`config.mk`:
```
export PLATFORM = sky130hd
export DESIGN_NAME = mem_arbiter
export DESIGN_NICKNAME = d
export VERILOG_FILES = /design/src/rtl/mem_arbiter.sv
export SDC_FILE = /design/constraint.sdc
export NUM_CORES = 1
export LEC_CHECK = 0
export CORE_MARGIN = 2
export CORE_UTILIZATION = 42
export CTS_CLUSTER_DIAMETER = 60
export DETAILED_ROUTE_END_ITERATION = 10
export PLACE_DENSITY = 0.89
export SYNTH_ARGS = -nofsm -noshare
export SYNTH_HDL_FRONTEND = slang
export SYNTH_SLANG_ARGS = --single-unit
```
`constraint.sdc`:
```
create_clock -name clk -period 2.6 [get_ports clk]
set_clock_uncertainty 0.15 [all_clocks]
set_input_delay 0.52 -clock clk [delete_from_list [all_inputs] [get_ports clk]]
set_output_delay 0.52 -clock clk [all_outputs]
set_load 0.01 [all_outputs]
```
`src/rtl/mem_arbiter.sv`:
```
// mem_arbiter
//   Shares one single-ported unified instruction/data memory between the
//   fetch stage (F) and the memory stage (M). One access is in flight at a
//   time; returned read data is captured in output registers and announced
//   with a one-cycle valid pulse. Data accesses win over fetches, but after
//   DATA_BURST_MAX back-to-back data grants with a fetch waiting, the fetch
//   is forced through so the pipeline front end cannot starve.
//
// Ports
//   clk, reset              rising-edge clock, synchronous active-high reset
//   PCF, IReqF              fetch address / fetch request
//   InstrF, IValidF         registered instruction, one-cycle update pulse
//   ALUOutM, WriteDataM     data address / store data
//   MemWriteM, DReqM        store qualifier / data request
//   ReadDataM, DValidM      registered load data, one-cycle completion pulse
//   StallFetch, StallMem    stall requests for the hazard unit
//   mem_req .. mem_wdata    memory request, held until mem_ready
//   mem_rdata, mem_ready    memory read data and access-complete strobe
module mem_arbiter #(
   parameter int AW             = 32,
   parameter int DW             = 32,
   parameter int DATA_BURST_MAX = 4
) (
   input  logic          clk,
   input  logic          reset,
   input  logic [AW-1:0] PCF,
   input  logic          IReqF,
   output logic [DW-1:0] InstrF,
   output logic          IValidF,
   input  logic [AW-1:0] ALUOutM,
   input  logic [DW-1:0] WriteDataM,
   input  logic          MemWriteM,
   input  logic          DReqM,
   output logic [DW-1:0] ReadDataM,
   output logic          DValidM,
   output logic          StallFetch,
   output logic          StallMem,
   output logic          mem_req,
   output logic          mem_we,
   output logic [AW-1:0] mem_addr,
   output logic [DW-1:0] mem_wdata,
   input  logic [DW-1:0] mem_rdata,
   input  logic          mem_ready
);

   typedef enum logic [1:0] {
      IDLE   = 2'd0,
      BUSY_I = 2'd1,
      BUSY_D = 2'd2
   } state_t;

   localparam logic [3:0] BURST_MAX = 4'(DATA_BURST_MAX);

   state_t        state_q, state_d;
   logic          mem_req_q, mem_req_d;
   logic          mem_we_q, mem_we_d;
   logic [AW-1:0] mem_addr_q, mem_addr_d;
   logic [DW-1:0] mem_wdata_q, mem_wdata_d;
   logic [DW-1:0] instr_q, instr_d;
   logic [DW-1:0] rdata_q, rdata_d;
   logic          ivalid_q, ivalid_d;
   logic          dvalid_q, dvalid_d;
   logic [3:0]    starve_cnt_q, starve_cnt_d;
   logic          fetch_grant;

   // Fetch wins when it has waited through a full data burst, or when no
   // data request competes with it.
   assign fetch_grant = IReqF && ((starve_cnt_q == BURST_MAX) || !DReqM);

   always_comb begin
      // NOTE: every signal gets a default here so no path leaves one
      // unassigned, which would otherwise infer a latch.
      state_d      = state_q;
      mem_we_d     = mem_we_q;
      mem_addr_d   = mem_addr_q;
      mem_wdata_d  = mem_wdata_q;
      instr_d      = instr_q;
      rdata_d      = rdata_q;
      starve_cnt_d = starve_cnt_q;
      ivalid_d     = 1'b0;
      dvalid_d     = 1'b0;

      case (state_q)
         IDLE: begin
            // mem_ready is deliberately ignored here.
            if (fetch_grant) begin
               state_d    = BUSY_I;
               mem_addr_d = PCF;
               mem_we_d   = 1'b0;
            end else if (DReqM) begin
               state_d     = BUSY_D;
               mem_addr_d  = ALUOutM;
               mem_we_d    = MemWriteM;
               mem_wdata_d = WriteDataM;
            end
         end
         BUSY_I: begin
            if (mem_ready) begin
               state_d      = IDLE;
               instr_d      = mem_rdata;
               ivalid_d     = 1'b1;
               starve_cnt_d = '0;
            end
         end
         BUSY_D: begin
            if (mem_ready) begin
               state_d  = IDLE;
               dvalid_d = 1'b1;
               if (!mem_we_q) rdata_d = mem_rdata;
               // Count data grants only while a fetch is actually waiting.
               if (IReqF)
                  starve_cnt_d = (starve_cnt_q == BURST_MAX) ? starve_cnt_q
                                                            : starve_cnt_q + 4'd1;
               else
                  starve_cnt_d = '0;
            end
         end
         default: state_d = IDLE;
      endcase

      // Registered so mem_req is high exactly for the cycles spent in BUSY_*.
      mem_req_d = (state_d != IDLE);
   end

   // NOTE: sequential state uses non-blocking assignments only, so every
   // flop samples its _d value from before this edge.
   always_ff @(posedge clk) begin
      if (reset) begin
         state_q      <= IDLE;
         mem_req_q    <= 1'b0;
         mem_we_q     <= 1'b0;
         mem_addr_q   <= '0;
         mem_wdata_q  <= '0;
         instr_q      <= '0;
         rdata_q      <= '0;
         ivalid_q     <= 1'b0;
         dvalid_q     <= 1'b0;
         starve_cnt_q <= '0;
      end else begin
         state_q      <= state_d;
         mem_req_q    <= mem_req_d;
         mem_we_q     <= mem_we_d;
         mem_addr_q   <= mem_addr_d;
         mem_wdata_q  <= mem_wdata_d;
         instr_q      <= instr_d;
         rdata_q      <= rdata_d;
         ivalid_q     <= ivalid_d;
         dvalid_q     <= dvalid_d;
         starve_cnt_q <= starve_cnt_d;
      end
   end

   assign mem_req    = mem_req_q;
   assign mem_we     = mem_we_q;
   assign mem_addr   = mem_addr_q;
   assign mem_wdata  = mem_wdata_q;
   assign InstrF     = instr_q;
   assign IValidF    = ivalid_q;
   assign ReadDataM  = rdata_q;
   assign DValidM    = dvalid_q;
   assign StallFetch = IReqF & ~ivalid_q;
   assign StallMem   = DReqM & ~dvalid_q;

endmodule
```
==> results.md, run 1 <==
- Status: finished clean
- Critical path startpoint: IReqF
- Fin worst setup slack: a little over 0.2 ns
- Most area-hungry cell type in the Yosys netlist: dfxtp_1
- Post-DR vias/cell: 5.08
- Int Pwr: 0.00423 W
- Part of the power in registers: 0.405
- FP Rows: 42
- Setup TNS: 0 ns
- DRC violations left: 0
- # Max-Cap Violations: 0
- Synth Warn #: 0
- Antenna Violating Nets Remaining: 0
- Netlist area before placement: 5820 um2
- VDD IR-drop max: 0.000441 V
- Sw power: 0.00153 W
- TritonCTS Sinks: 138
- Global-route wire length before repair: 26900 um
- HP Class: register to register
- # nets final: between 1000 and 1500
- Worst flop-to-flop path endpoint: starve_cnt_q[3]
- Post-CTS repair timing setup buffer count: 0
- Synth unique cells: 35
- Max clock buf depth: 2
- RSZ-0062 raised after global routing: false
- Critical path endpoint category: primary output
- Die width: 122 um
- Fin area: 9200 um2
- Placed Area: 8630 um2
- Normalized max-slew margin: 0.514
- Top-area cell type share of the netlist area: 0.475
- Initial Util: 0.434
- Post-CTS sizing: 0
- Hold buffers post-CTS: 0
- Seq cells post-synth: approximately 140
- DRT iter0 DRCs: 331
- Final min period: roughly 2.4 ns
- Final Hold Fails: 0
- # IOs: 268
- Leak: roughly 3.3 nW
- Worst EP required: 1.93 ns
- Critical hold path startpoint: InstrF[21]
- Worst r2r path cells: 5
- CP Class: input port to primary output
- Tot Pwr: 0.00577 W
- Antenna Cells: 0
- Mapped Nets: 813
- Largest net degree at the start of global routing: 87
- Root buffer cell: clkbuf_16
- Vias in the first global route: between 5000 and 6000
- Num CTS Buffers: 17
- Least-Margin Pin Slew: between 0.7 and 0.8 ns
- First-pass DRT Iterations: 5
- DR WL/cell: 15.6 um
- Period utilization: 0.920
- DIE HEIGHT: 122 um
- Clock slew at reported path FFs: 0.06 ns
- Vias: 5609
- H-tree depth: 4
- Post-DP HPWL: 11700 um
- Hold worst-path end: InstrF[21]
- Post-Route WL: between 15000 and 20000 um
- Layout cells sized above 1: 0.0614
- Total core area: 13400 um2
- Top post-synthesis cells by area: dfxtp_1 (48%), a211oi_1 (8.6%), nand2_1 (8.5%)
- Syn_area_per_cell: 8.64 um2
- Dpl ws: 0.206 ns
- Sequential element share of the synthesized area: 0.475
- TritonCTS clock tree: built
- Area Growth Syn to Fin: 58.3%
- Endpoints failing setup: 0
- Net Sw Frac: 0.266
- Gate power share: 0.189
- Ys async rst share: 0
- Clock share of power: 0.406
- Worst hold stages: 2
- Crit path DAT: 1.72 ns
- EDFF count, synth: 0
- Grt total ovfl: 0
- Post-Synthesis Cells: 673
- PortBufs: 267
- Initial antenna violation count: 0
- Max-slew violations: 0
- Reg2reg start: starve_cnt_q[0]
- GRT Overall Usage: 0.229
- GPL Wtd Cong: 0.775
- Critical Path Fanout Max: 2
- Main flop type after synthesis: dfxtp_1
- Power density over the cells: between 600 and 700 nW/um2
- Die ar.: approximately 15000 um2
- CP Launch Type: input port
- R2r setup slk: 0.67 ns
- Fmax: around 0.42 GHz
- Worst hold margin: 0.302 ns
- Clk_lat worst skew: 0.41 ns
power by group through the flow:
| stage | clock network, W | registers (W) | logic (W) |
|---|---|---|---|
| floorplan | 0 | 0.00245 | 0.000409 |
| global placement | 0 | 0.00238 | 0.00108 |
| detailed placement | 0 | 0.00238 | 0.00109 |
| CTS | 0.00238 | 0.00234 | 0.00110 |
| global route | 0.00249 | 0.00235 | 0.00118 |
| finish | 0.00234 | 0.00234 | 0.00109 |
cell families after synthesis:
logic type | after synthesis | share of synthesized area
DFF | 138 | 0.475
adders and majority gates | 6 | 0.0129
and+or+nand+nor | 255 | 0.207
buffers and inverters | 65 | 0.0495
muxes | 32 | 0.0551
AOI/OAI and AO/OA | 177 | 0.201
worst max-delay path by stage:
stage	endpoint	slack, ns
global placement	StallFetch	0.21
finish	StallFetch	0.21
detailed placement	StallFetch	0.21
floorplan	starve_cnt_q[3]	0.76
CTS	StallFetch	0.19
global route	StallMem	0.17
synthesized netlist by cell type, types with 2 or more instances:
cell type	number
o31ai_1	2
nand2b_1	69
and3b_1	3
nand2_1	131
inv_1	6
o21bai_1	32
clkbuf_1	32
o221a_2	2
and2_1	2
a21oi_1	65
nor2b_1	2
nor3_1	2
dfxtp_1	138
nor2_1	35
nand3b_1	3
buf_2	17
mux2i_1	32
ha_1	6
buf_1	5
o21ai_0	4
or3_2	2
buf_4	4
a211oi_1	67
registers in the layout, summed over array words and instances, names as in the netlist:
register      count
IValidF           1
mem_req           1
mem_wdata        32
ReadDataM        32
mem_we            1
DValidM           1
starve_cnt_q      4
InstrF           32
state_q           2
mem_addr         32
layer usage:
| metal | vias up | global-route usage | routed length (um) |
|---|---|---|---|
| li1 | 2787 | - | - |
| met1 | 2571 | 0.271 | 7100 |
| met2 | 216 | 0.382 | 8440 |
| met3 | 35 | 0.0721 | 1260 |
| met4 | 0 | 0.0963 | 439 |
| met5 | - | 0 | 0 |
metrics by stage:
stage	util	cells
final	0.687	1105
after global placement	0.644	1073
after CTS	0.687	1105
after detailed placement	0.644	1073
after global routing	0.687	1105
after floorplan	-	673
worst max-delay path: stages:
cell and delay, ns:
clkdlybuf4s50_1 0.49, nor2b_1 0.14, clkdlybuf4s50_1 0.57
final cells by class:
type / count / area, um2
Multi-Input combinational cell: 470 / 2780
Sequential cell: 138 / 2760
Inverter: 6 / 22.5
Timing Repair Buffer: 283 / 2840
Tap cell: 176 / 220
Fill cell: 1053 / 4200
Clock inverter: 14 / 135
Clock buffer: 18 / 439
cell usage in the layout, fill, tap and decap left out, drive strengths merged:
cell type / synthesis / final
and3b: 3 / 3
or3: 3 / 3
nand2b: 69 / 69
bufinv: 0 / 1
a21boi: 1 / 1
clkbuf: 32 / 18
dfxtp: 138 / 138
nand4: 1 / 1
clkinv: 0 / 3
nand3: 1 / 1
nor2: 35 / 35
inv: 6 / 13
a21oi: 66 / 66
clkinvlp: 0 / 3
mux2i: 32 / 32
o21ai: 5 / 5
o21bai: 32 / 32
clkdlybuf4s50: 0 / 266
nand3b: 3 / 3
nor2b: 2 / 2
nand2: 131 / 131
ha: 6 / 6
and2: 2 / 2
o31ai: 2 / 2
o21a: 1 / 1
nand4b: 2 / 2
buf: 27 / 17
a211oi: 68 / 68
o221a: 2 / 2
nor3: 2 / 2
or4: 1 / 1
(Power assumes the default switching activity.)
==> run 2: changes to the inputs <==
Settings changed: HOLD_SLACK_MARGIN set to 0.02, SKIP_LAST_GASP set to 1.
==> results of run 2 <==
Same layout as run 1: the final DEF is identical, and so are final timing and power.
